`src/rtl/branch_predictor_bimodal.sv`:
```
// Bimodal branch predictor: 2-bit saturating BHT plus a direct-mapped, tagged BTB.
// Resolved branches update the tables through a one-stage pending register; queries answer in 1 cycle.
`timescale 1ns/1ps
module branch_predictor_bimodal #(
  parameter int unsigned ADDR_WIDTH = 32,
  parameter int unsigned BHT_DEPTH  = 64,
  parameter int unsigned BTB_DEPTH  = 16
) (
  input  logic                  clk,
  input  logic                  rst,
  input  logic                  exbru_bp_valid,
  input  logic [ADDR_WIDTH-1:0] exbru_bp_pc,
  input  logic                  exbru_bp_jump,
  input  logic [ADDR_WIDTH-1:0] exbru_bp_next_pc,
  input  logic                  exbru_bp_hit,
  input  logic                  fetch_bp_valid,
  input  logic [ADDR_WIDTH-1:0] fetch_bp_pc,
  output logic                  bp_fetch_valid,
  output logic                  bp_fetch_jump,
  output logic [ADDR_WIDTH-1:0] bp_fetch_next_pc,
  output logic [31:0]           bp_hit_count,
  output logic [31:0]           bp_miss_count
);

  localparam int unsigned BhtIdxW = $clog2(BHT_DEPTH);
  localparam int unsigned BtbIdxW = $clog2(BTB_DEPTH);
  localparam int unsigned TagLsb  = 2 + BtbIdxW;
  localparam int unsigned TagW    = ADDR_WIDTH - TagLsb;

  logic [1:0]            bht_q        [BHT_DEPTH];
  logic [BTB_DEPTH-1:0]  btb_valid_q;
  logic [TagW-1:0]       btb_tag_q    [BTB_DEPTH];
  logic [ADDR_WIDTH-1:0] btb_target_q [BTB_DEPTH];

  logic                  pend_valid_q;
  logic [ADDR_WIDTH-1:0] pend_pc_q;
  logic                  pend_jump_q;
  logic [ADDR_WIDTH-1:0] pend_npc_q;
  logic                  pend_hit_q;

  logic                  fetch_valid_q;
  logic                  fetch_jump_q, fetch_jump_d;
  logic [ADDR_WIDTH-1:0] fetch_npc_q, fetch_npc_d;
  logic [31:0]           hit_cnt_q, hit_cnt_d;
  logic [31:0]           miss_cnt_q, miss_cnt_d;

  logic [BhtIdxW-1:0]    upd_bht_idx, qry_bht_idx;
  logic [BtbIdxW-1:0]    upd_btb_idx, qry_btb_idx;
  logic [TagW-1:0]       upd_tag, qry_tag;
  logic [1:0]            bht_upd;
  logic                  pred_taken;

  // Byte-offset bits never reach a table index or tag.
  logic unused_pc_lsbs;
  assign unused_pc_lsbs = ^{pend_pc_q[1:0], fetch_bp_pc[1:0]};

  assign upd_bht_idx = pend_pc_q[2 +: BhtIdxW];
  assign upd_btb_idx = pend_pc_q[2 +: BtbIdxW];
  assign upd_tag     = pend_pc_q[ADDR_WIDTH-1:TagLsb];
  assign qry_bht_idx = fetch_bp_pc[2 +: BhtIdxW];
  assign qry_btb_idx = fetch_bp_pc[2 +: BtbIdxW];
  assign qry_tag     = fetch_bp_pc[ADDR_WIDTH-1:TagLsb];

  always_comb begin
    bht_upd = bht_q[upd_bht_idx];
    if (pend_jump_q) begin
      if (bht_q[upd_bht_idx] != 2'd3) bht_upd = bht_q[upd_bht_idx] + 2'd1;
    end else begin
      if (bht_q[upd_bht_idx] != 2'd0) bht_upd = bht_q[upd_bht_idx] - 2'd1;
    end
  end

  // Reads see the table state before this edge's write, so no write bypass.
  always_comb begin
    pred_taken   = bht_q[qry_bht_idx][1] & btb_valid_q[qry_btb_idx] &
                   (btb_tag_q[qry_btb_idx] == qry_tag);
    fetch_jump_d = fetch_jump_q;
    fetch_npc_d  = fetch_npc_q;
    if (fetch_bp_valid) begin
      fetch_jump_d = pred_taken;
      fetch_npc_d  = pred_taken ? btb_target_q[qry_btb_idx] : fetch_bp_pc + ADDR_WIDTH'(4);
    end
  end

  always_comb begin
    hit_cnt_d  = hit_cnt_q;
    miss_cnt_d = miss_cnt_q;
    if (pend_valid_q) begin
      if (pend_hit_q) begin
        if (hit_cnt_q != 32'hFFFF_FFFF) hit_cnt_d = hit_cnt_q + 32'd1;
      end else begin
        if (miss_cnt_q != 32'hFFFF_FFFF) miss_cnt_d = miss_cnt_q + 32'd1;
      end
    end
  end

  always_ff @(posedge clk or posedge rst) begin
    if (rst) begin
      pend_valid_q  <= 1'b0;
      pend_pc_q     <= '0;
      pend_jump_q   <= 1'b0;
      pend_npc_q    <= '0;
      pend_hit_q    <= 1'b0;
      fetch_valid_q <= 1'b0;
      fetch_jump_q  <= 1'b0;
      fetch_npc_q   <= '0;
      hit_cnt_q     <= '0;
      miss_cnt_q    <= '0;
    end else begin
      pend_valid_q  <= exbru_bp_valid;
      if (exbru_bp_valid) begin
        pend_pc_q   <= exbru_bp_pc;
        pend_jump_q <= exbru_bp_jump;
        pend_npc_q  <= exbru_bp_next_pc;
        pend_hit_q  <= exbru_bp_hit;
      end
      fetch_valid_q <= fetch_bp_valid;
      fetch_jump_q  <= fetch_jump_d;
      fetch_npc_q   <= fetch_npc_d;
      hit_cnt_q     <= hit_cnt_d;
      miss_cnt_q    <= miss_cnt_d;
    end
  end

  always_ff @(posedge clk or posedge rst) begin
    if (rst) begin
      for (int i = 0; i < BHT_DEPTH; i++) bht_q[i] <= 2'b01;
      btb_valid_q <= '0;
    end else if (pend_valid_q) begin
      bht_q[upd_bht_idx] <= bht_upd;
      if (pend_jump_q) btb_valid_q[upd_btb_idx] <= 1'b1;
    end
  end

  // Tag and target are qualified by the valid bit, so they carry no reset.
  always_ff @(posedge clk) begin
    if (pend_valid_q && pend_jump_q) begin
      btb_tag_q[upd_btb_idx]    <= upd_tag;
      btb_target_q[upd_btb_idx] <= pend_npc_q;
    end
  end

  assign bp_fetch_valid   = fetch_valid_q;
  assign bp_fetch_jump    = fetch_jump_q;
  assign bp_fetch_next_pc = fetch_npc_q;
  assign bp_hit_count     = hit_cnt_q;
  assign bp_miss_count    = miss_cnt_q;

endmodule

```
`config.mk`:
```
export PLATFORM = sky130hd
export DESIGN_NAME = branch_predictor_bimodal
export DESIGN_NICKNAME = d
export VERILOG_FILES = /design/src/rtl/branch_predictor_bimodal.sv
export SDC_FILE = /design/constraint.sdc
export NUM_CORES = 2
export LEC_CHECK = 0
export CAP_MARGIN = 15
export CORE_ASPECT_RATIO = 0.6
export CORE_MARGIN = 2
export CORE_UTILIZATION = 25
export CTS_BUF_LIST = sky130_fd_sc_hd__clkbuf_8
export DETAILED_ROUTE_END_ITERATION = 7
export PLACE_DENSITY = 0.4
export RECOVER_POWER = 100
export SLEW_MARGIN = 20
export SYNTH_ARGS = -nofsm -noshare
export SYNTH_HDL_FRONTEND = slang
export SYNTH_SLANG_ARGS = --single-unit
```
`constraint.sdc`:
```
create_clock -name clk -period 21.9 [get_ports clk]
set_input_delay 5.475 -clock clk [delete_from_list [all_inputs] [get_ports clk]]
set_output_delay 5.475 -clock clk [all_outputs]
set_load 0.01 [all_outputs]
```
==> impl_metrics.env <==
export IMPL_run_status="finished, violations left"
export IMPL_violations="capacitance limit, slew limit"
export IMPL_cts_tree="done"
export IMPL_p_seq_share_pct=53.4
export IMPL_globalplace_congestion=0.742
export IMPL_crit_family="buffers and inverters"
export IMPL_drtIter0Drc=2565
export IMPL_switching_share_pct=25.8
export IMPL_antenna_found_initial=10
export IMPL_drcViolationCount=0
export IMPL_rows=128
export IMPL_first_pass_iters=7
export IMPL_cts_sink_count=1235
export IMPL_cts_made_buffers=203
export IMPL_synth_edff_count=928
export IMPL_power_uw=5200
export IMPL_finalCriticalPeriod_ns=13.88
export IMPL_crit_path_cell_trace="buf_8 -> clkbuf_1 -> clkbuf_1 -> mux4_2 -> mux2i_1 -> o32ai_1 -> nor4_1 -> nand4_1 -> or4_2 -> clkbuf_1 -> o41ai_1 -> o22ai_1"
export IMPL_clkSlewWorstSetupHoldPaths_ns=0.06
export IMPL_clkPwrFrac_pct=37.2
export IMPL_ys_warn_count=0
export IMPL_startpoint_type="primary input"
export IMPL_crit_required_ns=22.54
export IMPL_core_mm2=0.204
export IMPL_die_y_um=355
export IMPL_hold_violations=0
export IMPL_crit_slowest_cell="clkbuf_1"
export IMPL_worstHoldStart="btb_valid_q[8]"
export IMPL_slew_viol_final=1602
export IMPL_grt_overflow=0
export IMPL_nNetsFinal=3191
export IMPL_setup_viol=0
export IMPL_synth_ff_type="edfxtp_1"
export IMPL_ys_seq_area_share_pct=69.3
export IMPL_maxCapViolCount=47
export IMPL_ys_seq_elements=1235
export IMPL_grt_usage_pct=15.2
export IMPL_crit_path_max_incr_delay_ns=2.39
export IMPL_syn_to_final_growth_pct=17.0
export IMPL_cellPowerDensity_mw_per_mm2=86.5
export IMPL_hold_class="flip-flop to flip-flop"
export IMPL_power_switching_uw=1340
export IMPL_cts_hold_buf=0
export IMPL_p_leak_uw=0.0205
export IMPL_ys_types=71
export IMPL_die_w_um=589
export IMPL_fmax_mhz=72.0
export IMPL_grt_pass1_wl_um=228000
export IMPL_fin_crit_sh_pct=63.4
export IMPL_postRouteAntennaNets=0
export IMPL_hpwl_um=92800
export IMPL_cp_num_buf_inv=4
export IMPL_clock_latency_ns=0.94
export IMPL_cp_common_cell="clkbuf_1"
export IMPL_cell_internal_pwr_uw=3860
export IMPL_path_max_fanout=71
export IMPL_rsz0062_at_grt="no"
export IMPL_critPathKind="primary input to flip-flop"
export IMPL_synthArstFlopShare_pct=24.9
export IMPL_fp_dieArea_mm2=0.209
export IMPL_clock_skew_ns=0.0891
export IMPL_post_route_cell_area_mm2=0.0602
export IMPL_cts_max_level=4
export IMPL_synth_area_mm2=0.0514
export IMPL_grt_pass1_vias=28600
export IMPL_clock_path_buffers=4
export IMPL_io_pins=200
export IMPL_cts_resized=0
export IMPL_drive_above_1_share_pct=27.4
export IMPL_placedInstanceArea_mm2=0.0568
export IMPL_wl_um=161000
export IMPL_vdd_drop_max_v=0.0000462
export IMPL_start_util_pct=25.2
export IMPL_avgSynthCellArea_um2=18.6
export IMPL_grt_max_degree=127
export IMPL_post_route_util_pct=29.5
export IMPL_syn_nets=2870
export IMPL_tns_ns=0
export IMPL_post_cts_buffers=0
export IMPL_post_drt_wl_per_cell_um=26.8
export IMPL_vias_per_cell=4.66
export IMPL_cts_root_buffer="clkbuf_8"
export IMPL_port_buffers=197
export IMPL_cp_startpoint="fetch_bp_pc[3]"
export IMPL_endpoint_kind="flip-flop"
export IMPL_worstMarginPinSlew_ns=4.58
export IMPL_slew_headroom_pct=-206
export IMPL_p_comb_share_pct=9.4
export IMPL_synthCells=2765
export IMPL_vias=27900
export IMPL_r2r_start="pend_pc_q[2]"
export IMPL_cp_arrival_ns=14.52
-- Yosys cell counts (4+ instances only) --
master	count	area share, %
nand3b_1	34	0.50
nand3_1	49	0.48
or2_2	18	0.22
a21oi_1	24	0.23
and2_1	13	0.16
a31oi_1	6	0.073
buf_1	21	0.15
nor2b_1	14	0.17
a22oi_1	7	0.10
o41ai_1	6	0.10
dfrtp_1	243	12
o22ai_1	37	0.45
clkbuf_1	80	0.58
and4_1	10	0.17
a41oi_1	29	0.49
mux2i_1	77	1.5
inv_1	58	0.42
mux4_2	302	13
buf_4	15	0.22
nand2b_1	10	0.12
o22a_1	10	0.17
o211ai_1	5	0.073
nor3b_1	4	0.058
buf_2	32	0.31
a221oi_1	8	0.14
o41ai_2	27	0.85
nand2_1	74	0.54
o41a_1	4	0.088
edfxtp_1	928	54
nor4_1	6	0.073
nor2_1	106	0.77
mux2_2	196	4.3
a2111oi_0	5	0.085
xnor2_1	73	1.2
or4_1	4	0.058
o21ai_0	9	0.088
and3_1	15	0.18
dfstp_2	64	3.3
nand4_1	27	0.33
buf_6	10	0.22
nor3_1	20	0.19
xor2_1	32	0.55
-- flip-flops by register name, summed over array words and instances, names as in the netlist, 16 cells and up --
| name | count |
|---|---|
| bht_q | 128 |
| bp_fetch_next_pc | 32 |
| bp_hit_count | 32 |
| bp_miss_count | 32 |
| btb_tag_q | 416 |
| btb_target_q | 512 |
| btb_valid_q | 16 |
| pend_npc_q | 32 |
| pend_pc_q | 30 |
-- kinds of logic (layout without fill, tap and decap cells) --
group | Yosys count | in the layout | share of synthesized area (%)
mux | 576 | 576 | 19.1
xor+xnor | 105 | 105 | 1.79
flops | 1235 | 1235 | 69.3
fa+ha+maj | 5 | 5 | 0.112
other cells | 0 | 3 | 0
simple gates | 414 | 414 | 4.19
buf+inv | 221 | 704 | 2.06
compound gates | 209 | 209 | 3.49
-- layout by cell type (no fill, tap or decap), types with 74 or more instances in the layout --
| cell type | synthesis | routed |
|---|---|---|
| clkbuf_8 | 0 | 217 |
| clkdlybuf4s50_1 | 0 | 92 |
| dfrtp_1 | 243 | 242 |
| dlygate4sd3_1 | 0 | 99 |
| edfxtp_1 | 928 | 928 |
| inv_1 | 58 | 157 |
| mux2_2 | 196 | 196 |
| mux2i_1 | 77 | 77 |
| mux4_2 | 302 | 302 |
| nand2_1 | 74 | 74 |
| nor2_1 | 106 | 90 |
-- power by group through the flow --
stage                     clock [µW]  sequential, µW  combinational [µW]
after detailed placement           0            2820                 505
after floorplan                    0            2790                 299
after global routing            2120            2800                 526
after global placement             0            2830                 503
final                           1930            2780                 491
after CTS                       2010            2780                 507
-- final timing paths --
check                                       end  slack [ns]  cells past startpoint
max in group asynchronous        pend_npc_q[19]        9.73                      4
min                              btb_valid_q[8]        0.46                      1
max reg2reg                btb_target_q[11][12]       12.28                      5
min in group asynchronous     bp_miss_count[15]        6.42                      2
max                        bp_fetch_next_pc[11]        8.02                     12
min reg2reg                      btb_valid_q[8]        0.46                      1
-- final cells by class --
cell class / instances / area (µm²)
antenna: 3 / 7.51
clock buffer: 217 / 2990
clock inverter: 150 / 747
fill: 20300 / 144000
inverter: 59 / 225
multi-input combinational: 1309 / 14700
sequential: 1235 / 35600
tap: 2730 / 3420
timing repair buffer: 278 / 2410
-- layer usage --
metal  GRT usage [%]  vias to the layer above  wire length, µm  part of all wire (%)
met5               0                        -               22                 0.014
met4            3.19                        4             2690                   1.7
met3            2.92                      206             8850                   5.5
met2            21.0                      764            66400                    41
met1            24.1                    15100            82600                    51
li1                -                    11800                -                     -
-- stage by stage --
step                worst slack (ns)  hold slack, ns  cells
finish                          8.02           0.464   5981
floorplan                       8.04           0.434   2765
global route                    7.53           0.483   5979
detailed placement             11.00           0.448   5611
CTS                            11.98           0.466   5978
global placement               10.96           0.447   5611
(Power assumes the default switching activity.)
